--- config.mk ---
export PLATFORM = sky130hd
export DESIGN_NAME = mem_arbiter
export DESIGN_NICKNAME = d
export VERILOG_FILES = /design/src/rtl/mem_arbiter.sv
export SDC_FILE = /design/constraint.sdc
export NUM_CORES = 1
export LEC_CHECK = 0
export ABC_AREA = 1
export BUFFER_PORTS_ARGS = -buffer_cell sky130_fd_sc_hd__buf_2
export CORE_ASPECT_RATIO = 0.7
export CORE_MARGIN = 4
export CORE_UTILIZATION = 52
export DETAILED_ROUTE_END_ITERATION = 10
export PLACE_DENSITY = 0.86
export SYNTH_ARGS = -nofsm -noshare
export SYNTH_HDL_FRONTEND = slang
export SYNTH_SLANG_ARGS = --single-unit
--- constraint.sdc ---
create_clock -name clock -period 2.7 [get_ports clock]
set_input_delay 0.405 -clock clock [delete_from_list [all_inputs] [get_ports clock]]
set_output_delay 0.405 -clock clock [all_outputs]
set_load 0.005 [all_outputs]
--- src/rtl/mem_arbiter.sv ---
// Two-requester (I-fetch / D-side) arbiter onto one single-port backing memory, with ack timeout.
// Optional macro MEM_ARBITER_ROUND_ROBIN_EN selects round-robin ties; default is fixed D priority.
module mem_arbiter #(
    parameter int ADDR_WIDTH = 32,
    parameter int DATA_WIDTH = 32,
    parameter int TIMEOUT    = 16
) (
    input  logic                  clock,
    input  logic                  reset,
    input  logic                  i_req,
    input  logic [ADDR_WIDTH-1:0] i_addr,
    output logic                  i_ready,
    output logic [DATA_WIDTH-1:0] i_rdata,
    input  logic                  d_req,
    input  logic                  d_we,
    input  logic [ADDR_WIDTH-1:0] d_addr,
    input  logic [DATA_WIDTH-1:0] d_wdata,
    output logic                  d_ready,
    output logic [DATA_WIDTH-1:0] d_rdata,
    output logic                  err,
    output logic                  mem_req,
    output logic                  mem_we,
    output logic [ADDR_WIDTH-1:0] mem_addr,
    output logic [DATA_WIDTH-1:0] mem_wdata,
    input  logic                  mem_ack,
    input  logic [DATA_WIDTH-1:0] mem_rdata
);

    typedef enum logic [1:0] {IDLE, BUSY, DONE} state_t;
    typedef enum logic {OWN_I = 1'b0, OWN_D = 1'b1} owner_t;

    localparam logic [7:0] CNT_LAST = 8'(TIMEOUT - 1);

    state_t                state_q, state_d;
    owner_t                owner_q, owner_d;
    owner_t                last_grant_q, last_grant_d;
    owner_t                grant;
    logic [7:0]            cnt_q, cnt_d;
    logic                  mem_req_q, mem_req_d;
    logic                  mem_we_q, mem_we_d;
    logic [ADDR_WIDTH-1:0] mem_addr_q, mem_addr_d;
    logic [DATA_WIDTH-1:0] mem_wdata_q, mem_wdata_d;
    logic                  i_ready_q, i_ready_d;
    logic                  d_ready_q, d_ready_d;
    logic                  err_q, err_d;
    logic [DATA_WIDTH-1:0] i_rdata_q, i_rdata_d;
    logic [DATA_WIDTH-1:0] d_rdata_q, d_rdata_d;

    always_comb begin
`ifdef MEM_ARBITER_ROUND_ROBIN_EN
        if (i_req && d_req) begin
            grant = (last_grant_q == OWN_I) ? OWN_D : OWN_I;
        end else begin
            grant = d_req ? OWN_D : OWN_I;
        end
`else
        grant = d_req ? OWN_D : OWN_I;
`endif
    end

    always_comb begin
        state_d      = state_q;
        owner_d      = owner_q;
        last_grant_d = last_grant_q;
        cnt_d        = cnt_q;
        mem_req_d    = mem_req_q;
        mem_we_d     = mem_we_q;
        mem_addr_d   = mem_addr_q;
        mem_wdata_d  = mem_wdata_q;
        i_ready_d    = 1'b0;
        d_ready_d    = 1'b0;
        err_d        = 1'b0;
        i_rdata_d    = i_rdata_q;
        d_rdata_d    = d_rdata_q;

        case (state_q)
            IDLE: begin
                if (i_req || d_req) begin
                    owner_d   = grant;
                    mem_req_d = 1'b1;
                    cnt_d     = '0;
                    state_d   = BUSY;
                    if (grant == OWN_D) begin
                        mem_we_d    = d_we;
                        mem_addr_d  = d_addr;
                        mem_wdata_d = d_wdata;
                    end else begin
                        mem_we_d    = 1'b0;
                        mem_addr_d  = i_addr;
                        mem_wdata_d = '0;
                    end
                end
            end
            BUSY: begin
                cnt_d = cnt_q + 8'd1;
                // An ack in the final allowed cycle still completes normally.
                if (mem_ack || cnt_q == CNT_LAST) begin
                    mem_req_d = 1'b0;
                    cnt_d     = '0;
                    err_d     = !mem_ack;
                    state_d   = DONE;
                    if (owner_q == OWN_I) begin
                        i_ready_d = 1'b1;
                        i_rdata_d = mem_ack ? mem_rdata : '0;
                    end else begin
                        d_ready_d = 1'b1;
                        if (!mem_we_q) begin
                            d_rdata_d = mem_ack ? mem_rdata : '0;
                        end
                    end
                end
            end
            DONE: begin
                last_grant_d = owner_q;
                state_d      = IDLE;
            end
            default: state_d = IDLE;
        endcase
    end

    always_ff @(posedge clock) begin
        if (reset) begin
            state_q      <= IDLE;
            owner_q      <= OWN_I;
            last_grant_q <= OWN_I;
            cnt_q        <= '0;
            mem_req_q    <= 1'b0;
            mem_we_q     <= 1'b0;
            mem_addr_q   <= '0;
            mem_wdata_q  <= '0;
            i_ready_q    <= 1'b0;
            d_ready_q    <= 1'b0;
            err_q        <= 1'b0;
            i_rdata_q    <= '0;
            d_rdata_q    <= '0;
        end else begin
            state_q      <= state_d;
            owner_q      <= owner_d;
            last_grant_q <= last_grant_d;
            cnt_q        <= cnt_d;
            mem_req_q    <= mem_req_d;
            mem_we_q     <= mem_we_d;
            mem_addr_q   <= mem_addr_d;
            mem_wdata_q  <= mem_wdata_d;
            i_ready_q    <= i_ready_d;
            d_ready_q    <= d_ready_d;
            err_q        <= err_d;
            i_rdata_q    <= i_rdata_d;
            d_rdata_q    <= d_rdata_d;
        end
    end

    assign mem_req   = mem_req_q;
    assign mem_we    = mem_we_q;
    assign mem_addr  = mem_addr_q;
    assign mem_wdata = mem_wdata_q;
    assign i_ready   = i_ready_q;
    assign d_ready   = d_ready_q;
    assign err       = err_q;
    assign i_rdata   = i_rdata_q;
    assign d_rdata   = d_rdata_q;

endmodule
=== Word-level counts from Yosys, hierarchy flattened ===
Cells that the tools add are included.

* Add/sub/neg operators: 1
* Equality and inequality tests: 4
* Mux-type cells: 16
* Bitwise operators: 4
* Reductions and logical operators: 12

{| class="wikitable"
|+ Operators with widths
! cell !! count
|-
| $mux W32 || 3
|-
| $mux W8 || 2
|-
| $pmux W8 S2 || 1
|-
| $add A8 B1 Y8 const B || 1
|-
| $eq A8 B4 Y1 const B || 1
|-
| $mux W1 || 6
|-
| $reduce_and A2 Y1 || 3
|-
| $reduce_and A3 Y1 || 2
|-
| $mux W2 || 2
|-
| $ne A2 B2 Y1 const B || 2
|-
| $not A1 Y1 || 4
|-
| $pmux W2 S2 || 1
|-
| $reduce_and A4 Y1 || 1
|-
| $reduce_or A3 Y1 || 1
|-
| $eq A2 B1 Y1 const B || 1
|-
| $logic_not A2 Y1 || 1
|-
| $logic_or A1 B1 Y1 || 2
|-
| $pmux W1 S2 || 1
|-
| $reduce_bool A2 Y1 || 1
|-
| $logic_not A1 Y1 || 1
|}

* Bits in registers: 144
* Input port bits: 134
* Logic and storage cells: 49

=== Longest topological paths before layout ===
* Depth in word-level cells: 4
* Mapped depth: 8
* Gate-level depth less buffers: 8

=== Worst setup path before layout ===
Ideal clock, no wire load.

* Path kind: reg2reg
* From: register cnt_q[0]
* To: register d_rdata_q[0], in the netlist d_rdata[0]
* Library setup time: 0.113 ns
* Arrival: 1.316 ns
* Required time: 2.587 ns
* Path slack: 1.271 ns
* Stages on the path, launching flop included: 8
* Clock period less this slack: 1.429 ns
* Cells stage by stage: dfxtp_1 > ha_1 > nand3_1 > o21bai_2 > nand3_1 > buf_2 > nor2_1 > nor2_1

* Longest elaborated chain between the ends: 3

{| class="wikitable"
|+ Ends and longest elaborated chain
! item !! RTL line !! RTL
|-
| from (decl) || 38 || <nowiki>logic [7:0] cnt_q, cnt_d;</nowiki>
|-
| from (signal assigned) || 140 || <nowiki>cnt_q <= cnt_d;</nowiki>
|-
| $eq A8 B4 Y1 || 97 || <nowiki>if (mem_ack || cnt_q == CNT_LAST) begin</nowiki>
|-
| $logic_or A1 B1 Y1 || 97 ||
|-
| $reduce_and A4 Y1 (no source line) || n/a ||
|-
| to (signal assigned) || 149 || <nowiki>d_rdata_q <= d_rdata_d;</nowiki>
|-
| to (decl) || 47 || <nowiki>logic [DATA_WIDTH-1:0] d_rdata_q, d_rdata_d;</nowiki>
|}

No other way between the ends.
A chain may end at the register's enable or synchronous reset.

=== Worst setup path in the final report ===
* From: register cnt_q[0]
* To: register i_rdata_q[11], in the netlist i_rdata[11]

* Longest elaborated chain between the ends: 3

{| class="wikitable"
|+ Ends and longest elaborated chain
! item !! RTL line !! RTL
|-
| $eq A8 B4 Y1 || 97 ||
|-
| $logic_or A1 B1 Y1 || 97 ||
|-
| $reduce_and A3 Y1 (no source line) || n/a ||
|-
| to (signal assigned) || 148 || <nowiki>i_rdata_q <= i_rdata_d;</nowiki>
|-
| to (decl) || 46 || <nowiki>logic [DATA_WIDTH-1:0] i_rdata_q, i_rdata_d;</nowiki>
|}

No other way between the ends.

==> summary.md <==
| Metric | Value |
|---|---|
| CTS Root Cell | clkbuf_16 |
| Synth top cells by count | 219 x nand2_1, 162 x inv_1, 144 x dfxtp_1 |
| Post-Synth Adder-Cell Area | 0.1971% |
| Post-synth cell types | 21 |
| Die Area | 14070 µm² |
| Fin area | 8366 µm² |
| Clock Sinks | 144 |
| Final setup TNS | 0 ns |
| CTS tree | built |
| DP Cell Count | 1326 |
| Starting Density | 53.75% |
| Crit path DAT | 2.29 ns |
| Hold_buf cts | 0 |
| Compound-Gate Fraction of Synth Area | 11.30% |
| PnR worst setup slack | 0.7464 ns |
| Final Non-Filler Cells | 1358 |
| Total length of routed wires | 18000 µm |
| Chip width | 140.1 µm |
| CTS buffer count | 17 |
| Routed Antenna Nets | 0 |
| WS Path Type | reg2reg |
| Sequential-to-total area share from yosys stat | 45.42% |
| Status | complete, no violations |
| Largest family of logic cells by synthesized area | simple AND/OR/NAND/NOR gates |
| Initial antenna violation count | 0 |
| Tmin final | 1.954 ns |
| Post-Synth XOR/XNOR Area | 0.4140% |
| DR iter-0 viols | 356 |
| CP required | 3.04 ns |
| Unrepaired setup endpoints after global routing | no |
| Post-synth top area share | 45.42% |
| Max FO, Critical Path | 25 |
| Area of all sequential standard cells | 2883 µm² |
| Congestion Overflow GR | 0 |
| Routed vias/inst | 4.845 |
| Count leader, synth | nand2_1 |
| Startpoint types | flip-flop |
| Final setup vio count | 0 |
| Residual DRC | 0 |
| Ys flop type | dfxtp_1 |
| Slew Viols, Final | 0 |
| # fillers | 1005 |
| Mux cell area share after synthesis | 0% |
| Final period util | 72.36% |
| Clock buffer depth | 2 |
| Clock Latency Late Sink | 0.41 ns |
| Largest net degree at the start of global routing | 101 |
| Post-Place Setup Slack | 0.7613 ns |
| Synth area leaders | dfxtp_1 45%, nand2_1 13%, inv_1 9.6% |
| Cells after Synth | 955 |
| Worst Setup End Kind | flip-flop |
| Cts repair resizes | 0 |
| Gpl congestion | 0.9271 |
| Slew @ Worst Pin | 0.5595 ns |
| Post-DP Area | 7750 µm² |
| Static leakage | 4.525 nW |
| Layout cell share with drive strength beyond 1 | 26.64% |
| Wire per inst | 13.26 µm |
| Peak Freq | 511.9 MHz |
| Vias in the first global route | 6237 |
| Number of placement rows | 33 |
| Die H | 100.4 µm |
| WHS | 0.2664 ns |
| Maximum vdd drop | 0.4771 mV |
| HP Class | in2reg |
| Post-CTS Setup Inserts | 0 |
| Nets | 1323 |
| # diodes | 0 |
| PwrDens | 664.3 nW/µm² |
| Detailed Place HPWL | 12700 µm |
| Post-synth ARST share | 0% |
| Count of warnings emitted by yosys | 0 |
| Area grow syn2layout | 31.80% |
| Vias | 6580 |
| Multi-input gate area | 2597 µm² |
| Simple-gate share of the synthesized area | 28.64% |
| First-pass GRT wire length | 29330 µm |
| Clk slew on worst S/H paths | 0.06 ns |
| Mapped cell area | 6347 µm² |
| Syn Nets | 1090 |
| Layout Skew | 0.008313 ns |
| Syn Area/Cell | 6.646 µm² |
| Drt first pass iters | 5 |
| Slew HR | 62.70% |
| Core area | 11810 µm² |
| Hold Violations, Final | 0 |
| Cell taking the most area after synthesis | dfxtp_1 |
| Post-synth EDFFs | 0 |
| GRT Total Usage | 25.53% |
| Max-cap viol count | 0 |
| CTS H-Tree Depth | 4 |
| Number of port buffers | 266 |
| #FFs+latches synth | 144 |
| IO Count | 267 |
[worst max-delay path, cell delays in order, from the launching register on]
cell      delay (ns)
dfxtp_1         0.36
ha_1            0.19
nand3_1         0.19
o21bai_4        0.23
nand3_2         0.33
buf_4           0.36
nand2_1         0.09
inv_1           0.04
nor2_1          0.10
[kinds of logic (layout without fill, tap and decap cells)]
kind of cell / after synthesis / after routing
flops: 144 / 144
simple gates: 435 / 435
compound gates: 142 / 142
buf+inv: 230 / 476
fa+ha+maj: 1 / 1
xor+xnor: 3 / 3
[sequential cells by signal, indices dropped and copies added, names as in the netlist, 2 cells and up]
| name | flops |
|---|---|
| cnt_q | 8 |
| d_rdata | 32 |
| i_rdata | 32 |
| mem_addr | 32 |
| mem_wdata | 32 |
| state_q | 2 |
[per-layer routing]
metal / part of all wire [%] / track usage [%] / vias to the layer above
met5: 0 / 0 / -
met4: 2.0 / 8.786 / 0
met3: 7.4 / 7.095 / 31
met2: 47 / 42.22 / 223
met1: 44 / 32.46 / 2908
li1: - / - / 3418
[report_power, final]
group          total, mW  switching, mW  internal (mW)
registers           2.33         0.0684           2.27
logic              0.814          0.490          0.324
clock network       2.41          0.901           1.51
total               5.56           1.46           4.10
[path summary, 6_finish.rpt]
kind              slack, ns  depth (start not counted)         start             to
hold reg to reg        0.46                          2  mem_wdata[7]   mem_wdata[7]
setup / recovery       0.75                          8      cnt_q[0]    i_rdata[11]
setup reg to reg       0.75                          8      cnt_q[0]    i_rdata[11]
hold / removal         0.27                          3   d_wdata[15]  mem_wdata[15]
[cell type report]
type	count	area share, %
Tap cell	157	2.348
Inverter	165	7.404
Timing Repair Buffer	279	17.38
Clock inverter	12	1.899
Multi-Input combinational cell	581	31.05
Sequential cell	144	34.46
Clock buffer	20	5.459
[layout by cell type, fill, tap and decap left out, types with 3 or more instances in the layout]
cell / n
buf_2: 266
nand2_1: 219
inv_1: 162
dfxtp_1: 144
nor2_1: 125
a21oi_1: 105
nand4_1: 48
nand3_1: 37
o21ai_0: 31
clkbuf_16: 17
buf_4: 11
o21ai_1: 4
clkinv_4: 4
inv_2: 3
xor2_1: 3
bufinv_16: 3
[per-stage QoR]
stage | power, mW | util (%)
floorplan | 2.841 | -
finish | 5.557 | 70.84
global placement | 3.171 | 65.63
global route | 5.802 | 70.84
detailed placement | 3.188 | 65.63
CTS | 5.585 | 70.84
(Power assumes the default switching activity.)
